$ cat src/rtl/mem_xfer_sequencer.sv
// Phase sequencer for the RAM A / RAM B datapath: loads A, waits a gap,
// interleaves B writes with B pointer steps, then drains B. Tracks both
// address pointers and offers a start/busy/done handshake with stall support.
module mem_xfer_sequencer #(
    parameter int DEPTH_A      = 8,
    parameter int GAP_CYC      = 2,
    parameter int XFER_CNT     = 4,
    parameter int DRAIN_CNT    = 4,
    parameter int ADDR_W       = 4,
    parameter int AUTO_RESTART = 0
) (
    input  logic              clk,
    input  logic              Reset,
    input  logic              start,
    input  logic              stall,
    output logic              WEA,
    output logic              IncA,
    output logic              WEB,
    output logic              IncB,
    output logic [ADDR_W-1:0] addr_a,
    output logic [ADDR_W-1:0] addr_b,
    output logic              busy,
    output logic              done,
    output logic [2:0]        phase
);

    // Reject parameter values the sequence cannot honour.
    generate
        if ((DEPTH_A < 1) || (GAP_CYC < 0) || (XFER_CNT < 1) || (DRAIN_CNT < 0) ||
            (ADDR_W < 1) || ((AUTO_RESTART != 0) && (AUTO_RESTART != 1))) begin : g_param_check
            $error("mem_xfer_sequencer: illegal parameter value");
        end
    endgenerate

    // Counter width sized to the longest phase (pair count included).
    localparam int MAX_AG  = (DEPTH_A > GAP_CYC) ? DEPTH_A : GAP_CYC;
    localparam int MAX_XD  = (XFER_CNT > DRAIN_CNT) ? XFER_CNT : DRAIN_CNT;
    localparam int MAX_LEN = (MAX_AG > MAX_XD) ? MAX_AG : MAX_XD;
    localparam int unsigned CNT_W = (MAX_LEN > 1) ? $clog2(MAX_LEN) : 1;

    // Terminal counts; zero-length phases are skipped so their value is unused.
    localparam logic [CNT_W-1:0] LOAD_LAST  = CNT_W'(DEPTH_A - 1);
    localparam logic [CNT_W-1:0] GAP_LAST   = CNT_W'((GAP_CYC > 0) ? GAP_CYC - 1 : 0);
    localparam logic [CNT_W-1:0] PAIR_LAST  = CNT_W'(XFER_CNT - 1);
    localparam logic [CNT_W-1:0] DRAIN_LAST = CNT_W'((DRAIN_CNT > 0) ? DRAIN_CNT - 1 : 0);

    typedef enum logic [2:0] {
        S_IDLE   = 3'd0,
        S_LOAD_A = 3'd1,
        S_GAP    = 3'd2,
        S_XFER_W = 3'd3,
        S_XFER_I = 3'd4,
        S_DRAIN  = 3'd5,
        S_DONE   = 3'd6
    } state_t;

    // Successor states for phases that may be configured away.
    localparam state_t AFTER_LOAD = (GAP_CYC > 0)   ? S_GAP   : S_XFER_W;
    localparam state_t AFTER_XFER = (DRAIN_CNT > 0) ? S_DRAIN : S_DONE;

    // Output flag vector layout: {wea, inca, web, incb, busy, done}.
    localparam int unsigned F_WEA  = 5;
    localparam int unsigned F_INCA = 4;
    localparam int unsigned F_WEB  = 3;
    localparam int unsigned F_INCB = 2;
    localparam int unsigned F_BUSY = 1;
    localparam int unsigned F_DONE = 0;

    state_t             state_q;
    logic [5:0]         flags_q;
    logic [CNT_W-1:0]   cnt_q;
    logic [CNT_W-1:0]   pair_q;
    logic [ADDR_W-1:0]  addr_a_q;
    logic [ADDR_W-1:0]  addr_b_q;
    logic               frozen;

    // Moore decode of the flags a state presents; loaded together with the state.
    function automatic logic [5:0] state_flags(input state_t s);
        logic [5:0] f;
        f = 6'b000000;
        case (s)
            S_LOAD_A: f = 6'b110010;
            S_GAP:    f = 6'b000010;
            S_XFER_W: f = 6'b001010;
            S_XFER_I: f = 6'b000110;
            S_DRAIN:  f = 6'b000110;
            S_DONE:   f = 6'b000011;
            default:  f = 6'b000000;
        endcase
        return f;
    endfunction

    // A stall freezes everything except in IDLE, where start is still honoured.
    assign frozen = stall && (state_q != S_IDLE);

    // Sequencer: state, registered output flags, phase/pair counters and pointers.
    always_ff @(posedge clk or posedge Reset) begin
        if (Reset) begin
            state_q  <= S_IDLE;
            flags_q  <= 6'b000000;
            cnt_q    <= '0;
            pair_q   <= '0;
            addr_a_q <= '0;
            addr_b_q <= '0;
        end else if (!frozen) begin
            case (state_q)
                S_IDLE: begin
                    if (start || (AUTO_RESTART != 0)) begin
                        state_q  <= S_LOAD_A;
                        flags_q  <= state_flags(S_LOAD_A);
                        cnt_q    <= '0;
                        pair_q   <= '0;
                        addr_a_q <= '0;
                        addr_b_q <= '0;
                    end
                end

                S_LOAD_A: begin
                    addr_a_q <= addr_a_q + ADDR_W'(1);
                    if (cnt_q == LOAD_LAST) begin
                        cnt_q   <= '0;
                        state_q <= AFTER_LOAD;
                        flags_q <= state_flags(AFTER_LOAD);
                    end else begin
                        cnt_q <= cnt_q + CNT_W'(1);
                    end
                end

                S_GAP: begin
                    if (cnt_q == GAP_LAST) begin
                        cnt_q   <= '0;
                        state_q <= S_XFER_W;
                        flags_q <= state_flags(S_XFER_W);
                    end else begin
                        cnt_q <= cnt_q + CNT_W'(1);
                    end
                end

                S_XFER_W: begin
                    state_q <= S_XFER_I;
                    flags_q <= state_flags(S_XFER_I);
                end

                S_XFER_I: begin
                    addr_b_q <= addr_b_q + ADDR_W'(1);
                    if (pair_q == PAIR_LAST) begin
                        pair_q  <= '0;
                        cnt_q   <= '0;
                        state_q <= AFTER_XFER;
                        flags_q <= state_flags(AFTER_XFER);
                    end else begin
                        pair_q  <= pair_q + CNT_W'(1);
                        state_q <= S_XFER_W;
                        flags_q <= state_flags(S_XFER_W);
                    end
                end

                S_DRAIN: begin
                    addr_b_q <= addr_b_q + ADDR_W'(1);
                    if (cnt_q == DRAIN_LAST) begin
                        cnt_q   <= '0;
                        state_q <= S_DONE;
                        flags_q <= state_flags(S_DONE);
                    end else begin
                        cnt_q <= cnt_q + CNT_W'(1);
                    end
                end

                S_DONE: begin
                    state_q <= S_IDLE;
                    flags_q <= state_flags(S_IDLE);
                end

                default: begin
                    state_q <= S_IDLE;
                    flags_q <= 6'b000000;
                    cnt_q   <= '0;
                    pair_q  <= '0;
                end
            endcase
        end
    end

    // Strobes are the registered flags gated by stall; the rest come straight from flops.
    assign WEA    = flags_q[F_WEA]  & ~stall;
    assign IncA   = flags_q[F_INCA] & ~stall;
    assign WEB    = flags_q[F_WEB]  & ~stall;
    assign IncB   = flags_q[F_INCB] & ~stall;
    assign busy   = flags_q[F_BUSY];
    assign done   = flags_q[F_DONE];
    assign phase  = state_q;
    assign addr_a = addr_a_q;
    assign addr_b = addr_b_q;

endmodule

$ cat config.mk
export PLATFORM = sky130hd
export DESIGN_NAME = mem_xfer_sequencer
export DESIGN_NICKNAME = d
export VERILOG_FILES = /design/src/rtl/mem_xfer_sequencer.sv
export SDC_FILE = /design/constraint.sdc
export NUM_CORES = 1
export LEC_CHECK = 0
export ABC_AREA = 1
export CAP_MARGIN = 0
export CORE_UTILIZATION = 50
export DETAILED_ROUTE_END_ITERATION = 8
export PLACE_DENSITY_LB_ADDON = 0.25
export SETUP_SLACK_MARGIN = 0.5
export SYNTH_ARGS = -nofsm -noshare
export SYNTH_HDL_FRONTEND = slang
export SYNTH_SLANG_ARGS = --single-unit
$ cat constraint.sdc
create_clock -name clk -period 2.6 [get_ports clk]
set_clock_uncertainty 0.15 [all_clocks]
set_input_delay 0.52 -clock clk [delete_from_list [all_inputs] [get_ports clk]]
set_output_delay 0.52 -clock clk [all_outputs]
set_load 0.05 [all_outputs]
== After elaboration in Yosys (flattened, before gate mapping) ==
Cells that the tools add are included.

* Register bits: 23
* Input port bits: 4
* Word-level logic and storage cells: 69

* Add/subtract/negate cells: 4
* Equal/unequal tests: 15
* Mux-type cells: 23
* Bitwise gates (word level): 8
* Reduce and logical (&&, ||, !) cells: 13

{| class="wikitable"
|+ Operator list
! operator !! count
|-
| case mux 3 bit (6 select lines) || 2
|-
| case mux 6 bit (6 select lines) || 1
|-
| 2-to-1 mux 3 bit || 11
|-
| 2-to-1 mux 6 bit || 4
|-
| case mux 4 bit (2 select lines) || 2
|-
| equality test 3 x 2 -> 1 bit, second input constant || 4
|-
| equality test 3 bit, second input constant || 4
|-
| != test 2 bit, second input constant || 5
|-
| case mux 3 bit (3 select lines) || 1
|-
| AND reduction 3 bit || 3
|-
| adder 4 x 1 -> 4 bit, second input constant || 2
|-
| 2-to-1 mux 4 bit || 2
|-
| adder 3 x 1 -> 3 bit, second input constant || 2
|-
| equality test 3 x 1 -> 1 bit, second input constant || 2
|-
| AND reduction 5 bit || 1
|-
| OR reduction 5 bit || 1
|-
| bitwise AND 1 bit || 4
|-
| NOT 1 bit || 4
|-
| AND reduction 4 bit || 1
|-
| nonzero test 2 bit || 2
|-
| OR reduction 2 bit || 2
|-
| logical NOT 3 bit || 1
|-
| nonzero test 3 bit || 1
|-
| logical AND 1 bit || 1
|}

== Logic depth before layout (Yosys ltp) ==
Gate-level depths: netlist of the first run.

* Word-level depth: 4
* Gate-level depth with buffers: 10

== Worst setup path before layout of the first run ==
No wires, ideal clock.

* Path kind: input -> output
* Start: input stall
* End: output WEA
* Arrival: 1.539 ns
* Data required time: 1.930 ns
* Slack: 0.391 ns
* Stages on the path: 2
* Path buffers: 1
* Cell sequence: nor2_1 -> buf_4

* Longest elaborated chain between the ends: 2

{| class="wikitable"
|+ RTL lines
! element !! line !! RTL
|-
| from (decl) || 15 || <nowiki>input logic stall,</nowiki>
|-
| NOT 1 bit || 185 || <nowiki>assign WEA = flags_q[F_WEA] & ~stall;</nowiki>
|-
| bitwise AND 1 bit || 185 ||
|-
| to (decl) || 16 || <nowiki>output logic WEA,</nowiki>
|}

No other way between the ends.

== Worst setup path in the final report of the first run ==
* Start: register state_q[2], in the netlist phase[2]
* End: output phase[2]

{| class="wikitable"
|+ RTL lines
! element !! line !! RTL
|-
| from (decl) || 69 || <nowiki>state_t state_q;</nowiki>
|-
| from (signal assigned) || 99 || <nowiki>state_q <= S_IDLE;</nowiki>
|-
| from (signal assigned) || 109 || <nowiki>state_q <= S_LOAD_A;</nowiki>
|-
| from (signal assigned) || 122 || <nowiki>state_q <= AFTER_LOAD;</nowiki>
|-
| to (decl) || 24 || <nowiki>output logic [2:0] phase</nowiki>
|}

No word-level cell between the ends.

==> results of run 1 <==
[final cells by class]
class                      count  area (um2)  area share, %
multi-input combinational    144         752           43.3
clock buffer                   3        22.5           1.30
timing repair buffer          21         228           13.1
sequential                    22         551           31.7
tap                           31        38.8           2.23
inverter                      31         116           6.70
clock inverter                 1        30.0           1.73
[power by group]
| part | switching, mW | internal, mW | total, mW | leakage [nW] |
|---|---|---|---|---|
| Combinational | 0.823 | 0.354 | 1.18 | 0.690 |
| Sequential | 0.110 | 0.440 | 0.551 | 0.293 |
| Clock | 0.113 | 0.156 | 0.269 | 0.0279 |
| Total | 1.05 | 0.950 | 2.00 | 1.01 |
[worst paths after layout]
kind	cells past startpoint	startpoint	slack [ps]	endpoint
max in group asynchronous	3	Reset	1680	phase[0]
min in group asynchronous	3	Reset	400	addr_a[3]
setup reg to reg	8	phase[0]	840	cnt_q[1]
setup / recovery	1	phase[2]	550	phase[2]
hold reg to reg	2	pair_q[1]	380	pair_q[1]
hold / removal	2	pair_q[1]	380	pair_q[1]
[state kept, by name, indices dropped and copies added (netlist names)]
name / cells
addr_a: 4
pair_q: 3
phase: 3
addr_b: 4
cnt_q: 3
flags_q: 5
[layer usage]
metal  track usage, %  up-vias  wire [um]
met1             26.6      608       1300
met3             2.56       10        136
met4             7.50        0         61
met2             35.6       46       1500
met5                0        -          0
li1                 -      667          -
[kinds of logic after synthesis]
logic type,after synthesis
flip-flops,22
buffers and inverters,35
adder cells (fa/ha/maj),7
XOR/XNOR,4
AO/OA/AOI/OAI,18
AND/OR/NAND/NOR,115
[metrics by stage]
| step | worst slack (ps) | hold slack [ps] |
|---|---|---|
| 2_1_floorplan | 670 | 300 |
| 3_5_place_dp | 487 | 352 |
| 5_1_grt | 522 | 403 |
| 4_1_cts | 452 | 382 |
| 3_3_place_gp | 524 | 325 |
| 6_report | 547 | 380 |
[synthesized netlist by cell type]
cell and n:
nand2_1 64, inv_1 29, nand3_1 26, dfrtp_1 22, nor2_1 18, o21bai_1 9, ha_1 7, o21ai_0 4
a21oi_1 2, buf_4 2, inv_2 2, nand2_4 2, nor2_2 2, nor2_4 2, o21ai_1 2, xnor2_1 2
xor2_1 2, a21boi_0 1, buf_2 1, buf_6 1, nand2_2 1
[layout by cell type (no fill, tap or decap)]
master           instances
nand2_1                 64
inv_1                   29
nand3_1                 26
dfrtp_1                 22
nor2_1                  15
dlygate4sd2_1           10
o21bai_1                 9
ha_1                     7
nor2_2                   4
o21ai_0                  4
buf_12                   4
nor2_4                   3
clkbuf_4                 3
inv_2                    2
nand2_4                  2
xnor2_1                  2
o21ai_1                  2
a21oi_1                  2
xor2_1                   2
clkdlybuf4s50_1          2
clkbuf_2                 2
nand2_2                  1
a21boi_0                 1
bufinv_16                1
dlymetal6s2s_1           1
clkdlybuf4s15_1          1
buf_4                    1
[timing repair]
action,CTS,global route
gates resized for setup,14,8
setup endpoints to repair,15,7
pin swaps,0,1
endpoints found under the hold margin,0,0
hold buffers,0,0
[worst register-to-register path, cell delays in order, from the launching register on]
cell and delay [ps]:
dfrtp_1 540, nor2_2 190, nand2_1 70, nand2_1 140
nand2_4 160, inv_2 160, nand2_1 130, nand2_1 90
nand2_1 50
==> flow_summary.toml, run 1 <==
[layout]
nets = 234
fillers = 233
synthToLayoutAreaGrowth_pct = 20.9
antenna_cells = 0
fin_util_pct = 63.6
final_area_um2 = 1740
layout-drive-gt1-share_pct = 10.4
instances_no_fill = 253

[sta]
rsz0062_at_grt = "false"
finalSetupTns_ps = 0
relSlewSlack_pct = 67.3
layout_min_cycle_time_ps = 2050
fin_crit_sh_pct = 79.0
tightest_slew_ps = 493
fmax_ghz = 0.487
setup_viol = 0
maxSlewViolCount = 0
hold_viol = 0

[power]
p_leak_nw = 1.01
ir_worst_vdd_mv = 0.677
power_mw = 2.00
powerDensity_nw_per_um2 = 1150

[yosys]
synthMuxAreaShare_pct = 0
synth-seq-cells = 22
syn_area_um2 = 1440
ys_warn_count = 0
synth_compound_area_share_pct = 8.01
synth_adder_area_share_pct = 6.09
ys_top_cells_by_area = "dfrtp_1, nand2_1, nand3_1"
synthSimpleGateAreaFrac_pct = 34.9
ys_types = 21
synth-xor-area-share_pct = 2.44
synth_top_family_by_area = "simple AND/OR/NAND/NOR gates"
synth_top_area_share_pct = 38.3
syn_area_per_cell_um2 = 7.15
post-synth-top-area-cell = "dfrtp_1"
synth_nets = 212
ys_seq_area_share_pct = 38.3
synthCells = 201

[drt]
via_count = 1331
wl_um = 3000
drt_iter0_markers = 89
viasPerCell = 5.26
drc = 0
wl_per_cell_um = 11.8
dr.pass1.iters = 4
postRouteAntennaNets = 0

[global_route]
antenna_found_initial = 0
grtUsageTotal_pct = 20.7
grt_pass1_vias = 1202
overflow = 0
grt_pass1_wl_um = 5170
grt_max_degree = 23

[floorplanning]
initial_core_util_pct = 52.6
pin_count = 21
die_width_um = 55.6
die_area_um2 = 3090
chipHeight_um = 55.6
design.core.area_um2 = 2730
rows = 19

[cts]
cts.sinks = 22
clockRootBuffer = "clkbuf_4"
clkTransAtPathRegs_ps = 130
cts_tree = "yes"
clkLatencyLatePin_ps = 310
clockBufferDepth = 2
postCtsSetupRepairBufs = 0
htreeDepth = 1
numCtsBuffers = 3

[worst_setup_path]
crit_buf_inv = 1
worstPathArrival_ps = 1380
crit_path_cell_trace = "clkdlybuf4s15_1"
crit_family = "buffers and inverters"
critPathMaxFanout = 8
endpoint_kind = "output pin"
critPathKind = "register to output pin"
cp.required_ps = 1930
cp-start-kind = "register"
slowest_delay_ps = 550
slowest_stage = "clkdlybuf4s15_1"

[flow_run]
cap_violations = 0

[placed_design]
place_inst = 249
dpl.hpwl_um = 2300
io_buffer_count = 20
dpl_cell_area_um2 = 1700
gp_congestion = 0.934

[status]
status = "complete, no violations"

[hold_path]
hold_path_class = "register to register"
Note: power is estimated with default switching activity, not from simulation.
==> inputs of run 2 (changes only) <==
==> constraint.sdc (replaced) <==
create_clock -name clk -period 1.9 [get_ports clk]
set_clock_uncertainty 0.15 [all_clocks]
set_input_delay 0.38 -clock clk [delete_from_list [all_inputs] [get_ports clk]]
set_output_delay 0.38 -clock clk [all_outputs]
set_load 0.05 [all_outputs]
==> flow_summary.toml, run 2 (synthesis results as in run 1) <==
[cts]
clkLatencyLatePin_ps = 320
clkTransAtPathRegs_ps = 130
clockRootBuffer = "clkbuf_4"
cts_tree = "yes"
cts.sinks = 22
clockBufferDepth = 2
ctsHoldBuffers = 0
numCtsBuffers = 3
htreeDepth = 1

[worst_setup_path]
critPathMaxFanout = 8
cp-start-kind = "register"
ff2ff_path_depth = 9
rrSetupSlack_ps = 210
endpoint_kind = "register"
cp.required_ps = 1970
critPathKind = "register to register"
worstPathArrival_ps = 1770
r2r_start = "phase[1]"
rr_endpoint = "phase[1]"

[drt]
wl_um = 5560
via_count = 1714
drt_iter0_markers = 122
drc = 2
postRouteAntennaNets = 0
viasPerCell = 6.01
dr.pass1.iters = 9
wl_per_cell_um = 19.5

[layout]
fillers = 139
regMostFlops = "flags_q"
largest_register_ffs = 5
fin_util_pct = 83.6
layout-drive-gt1-share_pct = 40.9
multi_input_area_um2 = 965
antenna_cells = 0
ff_latch_area_um2 = 554
nets = 266
layout_commonest_cell = "nand2_1"
synthToLayoutAreaGrowth_pct = 59.0
layout_common_cells = "nand2_1, buf_4, inv_1, dfrtp_1, nand3_1"

[sta]
fin_crit_sh_pct = 89.0
layout_min_cycle_time_ps = 1690
hold_viol = 0
relSlewSlack_pct = 80.0
finalSetupTns_ps = 0
setup_viol = 0
tightest_slew_ps = 300
rsz0062_at_grt = "true"
maxSlewViolCount = 0
fmax_ghz = 0.591

[floorplanning]
die_width_um = 55.6
pin_count = 21
design.core.area_um2 = 2730
chipHeight_um = 55.6
initial_core_util_pct = 52.6
die_area_um2 = 3090
rows = 19

[status]
status = "complete, but fails checks"
violations = "design-rule violations"

[global_route]
grtUsageTotal_pct = 30.3
grt_pass1_vias = 1658
grt_max_degree = 23
overflow = 0
grt_pass1_wl_um = 7410
antenna_found_initial = 0

[power]
powerDensity_nw_per_um2 = 1740
p_leak_nw = 1.20
ir_worst_vdd_mv = 1.58

[hold_path]
hold_path_class = "input port to async pin"

[placed_design]
dpl.hpwl_um = 2320
gp_congestion = 0.903
io_buffer_count = 20

[flow_run]
cap_violations = 0
## run 2: worst max-delay path, stage by stage, from the launching register on
cell and delay, ps:
dfrtp_2 540, inv_4 130, nand2_4 60, nor2_4 140
nand2_4 100, nand2_8 120, buf_12 110, inv_8 40
nand3_1 110, nand2_1 70
## run 2: how the worst max path moves through the flow
| stage | startpoint | endpoint | slack (ps) | depth (start not counted) |
|---|---|---|---|---|
| CTS | flags_q[4] | WEA | 340 | 3 |
| global placement | stall | IncA | 90 | 3 |
| finish | phase[1] | phase[1] | 210 | 9 |
| global route | phase[1] | pair_q[0] | 30 | 6 |
| floorplan | phase[1] | phase[0] | 320 | 8 |
| detailed placement | stall | cnt_q[2] | 60 | 7 |
## run 2: final cells by class
cell class	count	area share, %
clock buffer	4	1.59
timing repair buffer	52	24.6
sequential	22	24.2
multi-input combinational	145	42.2
inverter	31	5.64
tap	31	1.70
## run 2: stage by stage
stage	hold slack [ps]	cells	worst slack [ps]	total power, mW	instance area, um2
floorplan	219	201	320	2.05	1480
global placement	329	250	93.6	2.45	1720
detailed placement	345	250	58.9	2.50	1720
CTS	253	276	341	3.36	2140
global route	261	285	29.4	4.13	2290
finish	241	285	208	3.97	2290
## run 2: repair_timing
action,CTS,global route
buffers inserted,21,9
gates resized for setup,63,13
hold endpoints to repair,0,0
endpoints found under the setup margin,39,39
pin swaps,15,15
gates cloned,1,0
## run 2: metal layers
| metal | track usage, % | up-vias | part of all wire [%] |
|---|---|---|---|
| met1 | 34.9 | 789 | 35 |
| met2 | 52.5 | 144 | 49 |
| li1 | - | 729 | - |
| met5 | 0 | - | 0 |
| met3 | 5.12 | 52 | 8.6 |
| met4 | 17.9 | 0 | 7.1 |
## run 2: report_power, final
part / internal (mW) / leakage, nW / switching (mW)
Combinational: 1.15 / 0.891 / 1.79
Sequential: 0.609 / 0.289 / 0.152
Clock: 0.117 / 0.0210 / 0.156
==> inputs of run 3 (changes only) <==
--- a/config.mk
+++ b/config.mk
@@ -7,10 +7,11 @@
 export LEC_CHECK = 0
 export ABC_AREA = 1
 export CAP_MARGIN = 0
-export CORE_UTILIZATION = 50
+export CORE_UTILIZATION = 53
 export DETAILED_ROUTE_END_ITERATION = 8
 export PLACE_DENSITY_LB_ADDON = 0.25
 export SETUP_SLACK_MARGIN = 0.5
+export SLEW_MARGIN = 15
 export SYNTH_ARGS = -nofsm -noshare
 export SYNTH_HDL_FRONTEND = slang
 export SYNTH_SLANG_ARGS = --single-unit
==> flow_summary.toml, run 3 <==
[status]
status = "did not finish"
stop_stage = "global routing"
error_line = "[ERROR DPL-0038] Utilization greater than 100%, impossible to legalize"

[placed_design]
io_buffer_count = 20
dpl.hpwl_um = 2300
gp_congestion = 0.855
dpl_cell_area_um2 = 1720

[yosys]
synth-seq-cells = 22
synth_nets = 212
post-synth-top-area-cell = "dfrtp_1"
ys_warn_count = 0
yosysMostFrequentCell = "nand2_1"
ys_top_cells_by_area = "dfrtp_1, nand2_1, nand3_1"
synth_edf_count = 0
synthCells = 201
syn_area_um2 = 1440
syn_area_per_cell_um2 = 7.15
ys_types = 21
ys.flop_type = "dfrtp_1"
synth_top_area_share_pct = 38.3
ys_async_sr_fraction_pct = 100
synthTopCellsByCount = "nand2_1, inv_1, nand3_1"
ys_seq_area_share_pct = 38.3

[floorplanning]
chipHeight_um = 54.1
rows = 18
die_width_um = 54.1
initial_core_util_pct = 57.0
pin_count = 21

[cts]
clockRootBuffer = "clkbuf_4"
numCtsBuffers = 3
ctsHoldBuffers = 0
htreeDepth = 1
cts.sinks = 22
clockBufferDepth = 2

[sta]
worst_endpoint_kind = "output port"
crit_endpoint = "phase[1]"

[global_route]
grt_max_degree = 23
-- run 3: cell counts after synthesis --
No cell type changed its count.
-- run 3: logic make-up after synthesis --
group | count (synthesis) | synth area share, %
flip-flops | 22 | 38.3
buffers and inverters | 35 | 10.3
AND/OR/NAND/NOR | 115 | 34.9
XOR/XNOR | 4 | 2.44
AO/OA/AOI/OAI | 18 | 8.01
adder cells (fa/ha/maj) | 7 | 6.09
-- run 3: timing repair --
action / 4_1_cts
endpoints found under the hold margin: 0
gates resized for setup: 49
setup endpoints to repair: 39
setup buffers: 28
pin swaps: 8
-- run 3: stage by stage --
stage	util [%]	worst slack, ps	instances
4_1_cts	84.8	315	281
3_5_place_dp	68.2	35.3	249
3_3_place_gp	68.2	94.5	249
2_1_floorplan	-	320	201
==> inputs of run 4 (changes only) <==
--- a/config.mk
+++ b/config.mk
@@ -7,10 +7,10 @@
 export LEC_CHECK = 0
 export ABC_AREA = 1
 export CAP_MARGIN = 0
-export CORE_UTILIZATION = 53
+export CORE_AREA = 2 2 63 65
 export DETAILED_ROUTE_END_ITERATION = 8
-export PLACE_DENSITY_LB_ADDON = 0.25
-export SETUP_SLACK_MARGIN = 0.5
+export DIE_AREA = 0 0 65 67
+export PLACE_DENSITY_LB_ADDON = 0.15
 export SLEW_MARGIN = 15
 export SYNTH_ARGS = -nofsm -noshare
 export SYNTH_HDL_FRONTEND = slang
==> flow_summary.toml, run 4 (synthesis results as in run 1) <==
[floorplanning]
die_width_um = 65
die_area_um2 = 4360
design.core.area_um2 = 3610
pin_count = 21
chipHeight_um = 67
rows = 22
initial_core_util_pct = 39.9

[cts]
cts.sinks = 22
postCtsSetupRepairBufs = 0
clkTransAtPathRegs_ps = 80
clockRootBuffer = "clkbuf_8"
cts_tree = "yes"
clockBufferDepth = 2
cts-resized-gates = 0
ctsHoldBuffers = 0
htreeDepth = 1
numCtsBuffers = 3
clkLatencyLatePin_ps = 270

[sta]
fin_crit_sh_pct = 96.4
finalSetupTns_ps = 0
fmax_ghz = 0.546
rsz0062_at_grt = "false"
layout_min_cycle_time_ps = 1830
maxSlewViolCount = 0
setup_viol = 0
relSlewSlack_pct = 76.3
tightest_slew_ps = 355
hold_viol = 0

[power]
p_leak_nw = 1.00
powerDensity_nw_per_um2 = 1550
ir_worst_vdd_mv = 0.546
power_mw = 2.77

[layout]
final_area_um2 = 1790
layout_commonest_cell = "nand2_1"
nets = 237
fin_util_pct = 49.5
regMostFlops = "flags_q"
layout_common_cells = "nand2_1, inv_1, nand3_1, dfrtp_1, nor2_1"
layout-drive-gt1-share_pct = 15.2
synthToLayoutAreaGrowth_pct = 24.2
largest_register_ffs = 5
antenna_cells = 0
instances_no_fill = 272

[global_route]
grtUsageTotal_pct = 15.8
overflow = 0
grt_pass1_vias = 1211
antenna_found_initial = 0
grt_max_degree = 23
grt_pass1_wl_um = 5370

[worst_setup_path]
critPathKind = "input port to output pin"
rr_endpoint = "cnt_q[0]"
r2r_start = "phase[1]"
cp-start-kind = "input port"
setup.worst_path.start = "stall"
worstPathArrival_ps = 1300
ff2ff_path_depth = 9
cp.required_ps = 1370
endpoint = "WEA"
critPathMaxFanout = 4
rrSetupSlack_ps = 220
endpoint_kind = "output pin"

[hold_path]
hold_path_class = "input port to async pin"

[drt]
postRouteAntennaNets = 0
wl_um = 3020
wl_per_cell_um = 11.1
drc = 0
via_count = 1271
drt_iter0_markers = 92
dr.pass1.iters = 4
viasPerCell = 4.67

[placed_design]
gp_congestion = 0.846
place_inst = 269
dpl.hpwl_um = 2290
dpl_cell_area_um2 = 1740
io_buffer_count = 20

[status]
status = "complete, no violations"

[flow_run]
cap_violations = 0
run 4: worst max-delay path, stage by stage:
cell,delay (ps)
clkdlybuf4s50_1,480
nor2_2,260
buf_12,180
run 4: final cells by class:
cell class	count	area, um2
multi-input cells	144	742
well taps	48	60.1
clock buffers	3	41.3
flip-flops and latches	22	551
fillers	373	1820
repair buffers	24	275
inverters	31	116
run 4: layer usage:
metal,track usage (%),vias up,wire length (um)
met5,0,-,0
met4,4.79,0,39
met3,2.36,5,132
met2,27.2,25,1350
met1,20.4,571,1490
li1,-,670,-
run 4: worst min path at each step:
| stage | endpoint | slack [ps] |
|---|---|---|
| after floorplan | addr_a[0] | 220 |
| final | cnt_q[0] | 290 |
| after global placement | pair_q[1] | 340 |
| after detailed placement | pair_q[1] | 330 |
| after global routing | cnt_q[0] | 350 |
| after CTS | cnt_q[0] | 310 |
run 4: stage by stage:
step,setup slack (ps),hold slack (ps)
global placement,59.5,340
CTS,62.2,308
finish,69.1,294
floorplan,79.4,219
detailed placement,51.4,332
global route,21.2,350
run 4: report_power, final:
group | switching (mW) | internal [mW]
Clock | 0.149 | 0.142
Sequential | 0.131 | 0.604
Combinational | 1.14 | 0.606
Total | 1.42 | 1.35
